--- config.mk ---
export PLATFORM = sky130hd
export DESIGN_NAME = discretizador_bcd_histerese
export DESIGN_NICKNAME = d
export VERILOG_FILES = /design/src/rtl/discretizador_bcd_histerese.sv
export SDC_FILE = /design/constraint.sdc
export NUM_CORES = 1
export LEC_CHECK = 0
export ABC_CLOCK_PERIOD_IN_PS = 5510
export CORE_AREA = 2 2 106 57
export DETAILED_ROUTE_END_ITERATION = 16
export DIE_AREA = 0 0 108 59
export PLACE_DENSITY = 0.76
export SETUP_SLACK_MARGIN = 0.4
export SLEW_MARGIN = 20
export SYNTH_ARGS = -nofsm -noshare
export SYNTH_HDL_FRONTEND = slang
export SYNTH_SLANG_ARGS = --single-unit
--- constraint.sdc ---
create_clock -name clk -period 5.51 [get_ports clk]
set_clock_uncertainty 0.15 [all_clocks]
set_input_delay 0.551 -clock clk [delete_from_list [all_inputs] [get_ports clk]]
set_output_delay 0.551 -clock clk [all_outputs]
set_load 0.02 [all_outputs]
--- src/rtl/discretizador_bcd_histerese.sv ---
// discretizador_bcd_histerese
// Converts a DIGITS-digit BCD reading to binary and maps it to one of LEVELS
// equal-width categories. Hysteresis around each boundary and an N-sample
// confirmation filter suppress chatter from noisy sensor readings.
//   Stage 1: BCD -> binary and digit validity check.
//   Stage 2: hysteresis target computation and confirmation FSM.
// Optional feature macro: DISCRETIZADOR_CONTADOR_EN (saturating change counter).
// Handshake: load is a one-cycle strobe with no back-pressure. bits_in is
// sampled on every rising edge where load is high, and load may be high on
// consecutive cycles. Results come out two edges later.
module discretizador_bcd_histerese #(
  parameter int DIGITS  = 3,
  parameter int LEVELS  = 4,
  parameter int STEP    = 8,
  parameter int HYST    = 2,
  parameter int CONFIRM = 3,
  localparam int OUT_W  = (LEVELS <= 2) ? 1 : $clog2(LEVELS),
  localparam int POW    = 10 ** DIGITS,
  localparam int VAL_W  = $clog2(POW)
) (
  input  logic                clk,
  input  logic                reset_n,
  input  logic                load,
  input  logic [4*DIGITS-1:0] bits_in,
  output logic [OUT_W-1:0]    saida,
  output logic                mudou,
  output logic                erro_bcd,
  output logic [15:0]         conta_mudancas,
  output logic                estado_dbg
);

  typedef enum logic [0:0] {
    ESTAVEL     = 1'b0,
    CONFIRMANDO = 1'b1
  } estado_t;

  // Stage 1 registers
  logic             amostra_q, amostra_d;
  logic [VAL_W-1:0] valor_q, valor_d;
  logic             erro_q, erro_d;

  // Stage 2 registers
  estado_t          estado_q, estado_d;
  logic [OUT_W-1:0] saida_q, saida_d;
  logic [OUT_W-1:0] pend_q, pend_d;
  logic [3:0]       cnt_q, cnt_d;
  logic             mudou_q, mudou_d;

  logic [31:0]      acc;
  logic [3:0]       nib;
  logic             bad;
  logic [31:0]      val_ext, v_menos, v_mais, cur_ext;
  logic [OUT_W-1:0] target;

  // Number of boundaries strictly below v gives its base category.
  function automatic logic [OUT_W-1:0] cat_of(input logic [31:0] v);
    logic [OUT_W-1:0] c;
    c = '0;
    for (int k = 1; k < LEVELS; k++) begin
      if (v > 32'(k * STEP)) c = c + OUT_W'(1);
    end
    return c;
  endfunction

  // Stage 1: BCD to binary, most significant digit first, and nibble check.
  always_comb begin
    acc = '0;
    bad = 1'b0;
    nib = '0;
    for (int i = DIGITS - 1; i >= 0; i--) begin
      nib = bits_in[4*i +: 4];
      if (nib > 4'd9) bad = 1'b1;
      acc = acc * 32'd10 + {28'd0, nib};
    end
    amostra_d = load & ~bad;
    erro_d    = load & bad;
    valor_d   = (load && !bad) ? acc[VAL_W-1:0] : valor_q;
  end

  // Stage 2a: hysteresis target relative to the current confirmed category.
  always_comb begin
    val_ext = 32'(valor_q);
    cur_ext = 32'(saida_q);
    v_menos = (val_ext > 32'(HYST)) ? (val_ext - 32'(HYST)) : 32'd0;
    v_mais  = val_ext + 32'(HYST);
    target  = saida_q;
    if ((saida_q != OUT_W'(LEVELS - 1)) && (v_menos > (cur_ext + 32'd1) * 32'(STEP)))
      target = cat_of(v_menos);
    else if ((saida_q != '0) && (v_mais <= cur_ext * 32'(STEP)))
      target = cat_of(v_mais);
  end

  // Stage 2b: confirmation FSM; only valid samples advance it.
  always_comb begin
    estado_d = estado_q;
    saida_d  = saida_q;
    pend_d   = pend_q;
    cnt_d    = cnt_q;
    mudou_d  = 1'b0;
    if (amostra_q) begin
      case (estado_q)
        ESTAVEL: begin
          if (target != saida_q) begin
            pend_d = target;
            cnt_d  = 4'd1;
            if (CONFIRM == 1) begin
              saida_d = target;
              mudou_d = 1'b1;
            end else begin
              estado_d = CONFIRMANDO;
            end
          end
        end
        CONFIRMANDO: begin
          if (target == saida_q) begin
            estado_d = ESTAVEL;
            cnt_d    = 4'd0;
          end else if (target != pend_q) begin
            pend_d = target;
            cnt_d  = 4'd1;
          end else if (cnt_q + 4'd1 == 4'(CONFIRM)) begin
            saida_d  = pend_q;
            mudou_d  = 1'b1;
            estado_d = ESTAVEL;
            cnt_d    = 4'd0;
          end else begin
            cnt_d = cnt_q + 4'd1;
          end
        end
        default: estado_d = ESTAVEL;
      endcase
    end
  end

  // Pipeline and FSM state registers.
  always_ff @(posedge clk or negedge reset_n) begin
    if (!reset_n) begin
      amostra_q <= 1'b0;
      valor_q   <= '0;
      erro_q    <= 1'b0;
      estado_q  <= ESTAVEL;
      saida_q   <= '0;
      pend_q    <= '0;
      cnt_q     <= 4'd0;
      mudou_q   <= 1'b0;
    end else begin
      amostra_q <= amostra_d;
      valor_q   <= valor_d;
      erro_q    <= erro_d;
      estado_q  <= estado_d;
      saida_q   <= saida_d;
      pend_q    <= pend_d;
      cnt_q     <= cnt_d;
      mudou_q   <= mudou_d;
    end
  end

  assign saida      = saida_q;
  assign mudou      = mudou_q;
  assign erro_bcd   = erro_q;
  assign estado_dbg = (estado_q == CONFIRMANDO);

`ifdef DISCRETIZADOR_CONTADOR_EN
  logic [15:0] conta_q, conta_d;

  // Saturating count of confirmed category changes.
  always_comb begin
    conta_d = conta_q;
    if (mudou_q && (conta_q != 16'hFFFF)) conta_d = conta_q + 16'd1;
  end

  // Change counter register.
  always_ff @(posedge clk or negedge reset_n) begin
    if (!reset_n) conta_q <= 16'h0000;
    else          conta_q <= conta_d;
  end

  assign conta_mudancas = conta_q;
`else
  assign conta_mudancas = 16'h0000;
`endif

endmodule
==> flow_summary.json <==
{
  "fin_nets": 394,
  "switching_share_pct": 50.8,
  "cts.clk_slew.worst_paths_ns": 0.08,
  "rows": 19,
  "min_period_ns": 4.71,
  "first_global_vias": 2218,
  "rr_endpoint": "saida[0]",
  "postCtsSetupBuffers": 0,
  "critPathTopFamily": "adder cells",
  "antenna_found_initial": 0,
  "antenna_cells": 0,
  "crit_fanout": 7,
  "design.core.area_um2": 5350,
  "port_buffers": 19,
  "fillers": 503,
  "htreeDepth": 1,
  "avgViaCountPerCell": 5.45,
  "ys_seq_elements": 22,
  "p_int_mw": 0.784,
  "drc": 0,
  "power_switching_mw": 0.810,
  "initial_core_util_pct": 52.6,
  "dp_hpwl_um": 4170,
  "cts_root_buf": "clkbuf_8",
  "seq_area_um2": 551,
  "p_comb_share_pct": 73.7,
  "max_freq_mhz": 212,
  "fin_crit_sh_pct": 85.5,
  "drt_pass1_iterations": 4,
  "start_kind": "input pin",
  "place_ws_ns": 0.535,
  "yosys_warnings": 0,
  "setup.worst_path.class": "input pin to register",
  "status": "finished clean",
  "grt_pass1_wl_um": 9110,
  "synthCells": 321,
  "critPathArrivalTime_ns": 4.69,
  "design_area_um2": 3010,
  "cts_resized": 0,
  "ff2ff_setup_slack_ns": 0.80,
  "hp-class": "input pin to async pin",
  "synthArstFlopShare_pct": 100,
  "grt_max_degree": 23,
  "avgSynthCellArea_um2": 8.77,
  "cts_hold_buf": 0,
  "final-hold-violation-count": 0,
  "cts_tree": "built",
  "gp_congestion": 0.823,
  "slew_headroom_pct": 60.9,
  "finalSetupViolCount": 0,
  "drtIter0Drc": 89,
  "rsz0062_at_grt": "false",
  "final_common_cell": "ha_1",
  "grt_overflow_total": 0,
  "post_dp_cell_area_um2": 2970,
  "vdd_drop_max_v": 0.000209,
  "seq_power_share_pct": 20.0,
  "cts_buffer_depth": 2,
  "totalWireLength_um": 5070,
  "cp_slowest_cell": "clkdlybuf4s50_1",
  "synth.distinct_cells": 65,
  "yosysTopAreaCell": "dfrtp_1",
  "cp.required_ns": 5.49,
  "insertion_delay_ns": 0.26,
  "path_cells": "clkdlybuf4s50_1 -> ha_1 -> ha_1 -> fa_1 -> nand2_1 -> nor2_1 -> xnor2_1 -> xnor2_1 -> ha_1 -> ha_1 -> a21oi_1 -> xnor2_1 -> nand2_1 -> a2111oi_0 -> nor3_1 -> xnor2_1 -> o21ai_0",
  "setup_tns_ns": 0,
  "drive_above_1_share_pct": 9.23,
  "slew_violations": 0,
  "synth_area_um2": 2810,
  "track_usage_pct": 17.1,
  "synth.top_cell.area_share_pct": 19.6,
  "die_area_um2": 6370,
  "holdWs_ns": 0.0900,
  "die_w_um": 108,
  "synth.area.top_cells": "dfrtp_1 20%, ha_1 16%, xnor2_1 5.6%, buf_4 4.5%, nand2_1 4.0%",
  "slowest_delay_ns": 0.61,
  "final_cell_mix": "37 x ha_1, 30 x nand2_1, 27 x inv_1",
  "rr_startpoint": "valor_q[1]",
  "crit_buf_inv": 1,
  "worst_slack_ns": 0.797,
  "drtAntennaViolNets": 0,
  "wl_per_cell_um": 12.4,
  "cts_sinks": 22,
  "die_y_um": 59,
  "syn_to_final_growth_pct": 6.80,
  "multiInputGateArea_um2": 2040,
  "io_pins": 36,
  "seq_area_frac_synth_pct": 19.6,
  "end_kind": "register",
  "pwr-share-clk_pct": 6.3,
  "worst_pin_slew_ns": 0.579,
  "worst-r2r-cell-count": 16,
  "leakage_nw": 1.35,
  "synth_edf_count": 0,
  "vias": 2228,
  "drv_cap": 0,
  "synth-main-ff-cell": "dfrtp_1",
  "power_density_nw_per_um2": 530,
  "numCtsBuffers": 3
}
## layout make-up
| cell class | instances | area share [%] |
|---|---|---|
| multi-input combinational | 265 | 67.7 |
| timing repair buffer | 19 | 6.16 |
| tap | 73 | 3.04 |
| inverter | 27 | 3.37 |
| sequential | 22 | 18.3 |
| clock buffer | 3 | 1.37 |
## synthesized netlist by cell type, drive strengths merged (2+ instances only)
cell type	n
a2111oi	2
a21boi	2
a21o	8
a21oi	14
a22oi	3
a311oi	2
a31oi	4
a41o	2
and2	5
and2b	2
buf	20
clkbuf	2
dfrtp	22
fa	4
ha	37
inv	27
mux2	6
nand2	30
nand2b	2
nand3	8
nand4	2
nand4b	3
nor2	19
nor2b	3
nor3	9
nor3b	3
nor4	3
o211ai	4
o21a	3
o21ai	22
o22ai	2
o41ai	2
or3b	3
xnor2	18
xor2	10
## stage by stage
stage / utilization [%] / power, mW / cells
after detailed placement: 55.5 / 1.50 / 406
after global placement: 55.5 / 1.44 / 406
final: 56.2 / 1.59 / 409
after CTS: 56.3 / 1.60 / 409
after floorplan: - / 1.31 / 336
after global routing: 56.2 / 1.77 / 409
## power by group through the flow
stage	Clock, mW	Combinational, mW	Sequential, mW
floorplan	0	1.03	0.280
finish	0.101	1.17	0.318
CTS	0.104	1.18	0.317
detailed placement	0	1.17	0.321
global placement	0	1.13	0.312
global route	0.110	1.32	0.332
## cells by family (layout without fill, tap and decap cells)
group / after synthesis / in the layout / synth area share (%)
other: 1 / 16 / 0.133
AO/OA/AOI/OAI: 76 / 76 / 20.4
adder cells (fa/ha/maj): 41 / 41 / 19.3
flip-flops: 22 / 22 / 19.6
multiplexers: 7 / 7 / 2.89
buffers and inverters: 49 / 49 / 10.1
XOR/XNOR: 28 / 28 / 8.71
AND/OR/NAND/NOR: 97 / 97 / 18.9
## state kept, by name, summed over array words and instances, names as in the netlist
name / count
amostra_q: 1
cnt_q: 4
erro_bcd: 1
estado_dbg: 1
mudou: 1
pend_q: 2
saida: 2
valor_q: 10
## worst max path at each step
stage,to,from,slack [ns],cells after the start
2_1_floorplan,saida[0],valor_q[1],1.30,19
3_3_place_gp,valor_q[9],bits_in[11],0.75,17
3_5_place_dp,valor_q[9],bits_in[11],0.54,17
4_1_cts,saida[0],valor_q[1],0.76,16
5_1_grt,saida[0],valor_q[1],0.45,16
6_report,valor_q[9],bits_in[11],0.80,17
## worst register-to-register path, cell delays in order (launching register included)
cell	delay, ns
dfrtp_1	0.49
inv_1	0.12
ha_1	0.31
nor2_1	0.15
o41ai_1	0.51
o211ai_4	0.20
nor2_1	0.13
and2_1	0.16
inv_1	0.05
ha_1	0.31
nor4b_1	0.16
a32o_2	0.26
a311oi_4	0.37
xor2_1	0.19
a2111oi_4	0.47
and3_4	0.28
mux2_4	0.29
## per-layer routing
layer | wire length [um] | vias up | GRT usage [%]
met5 | 0 | - | 0
met4 | 41 | 0 | 5.13
met3 | 155 | 5 | 2.75
met2 | 2540 | 37 | 31.9
met1 | 2330 | 1048 | 20.8
li1 | - | 1138 | -
(Power assumes the default switching activity.)
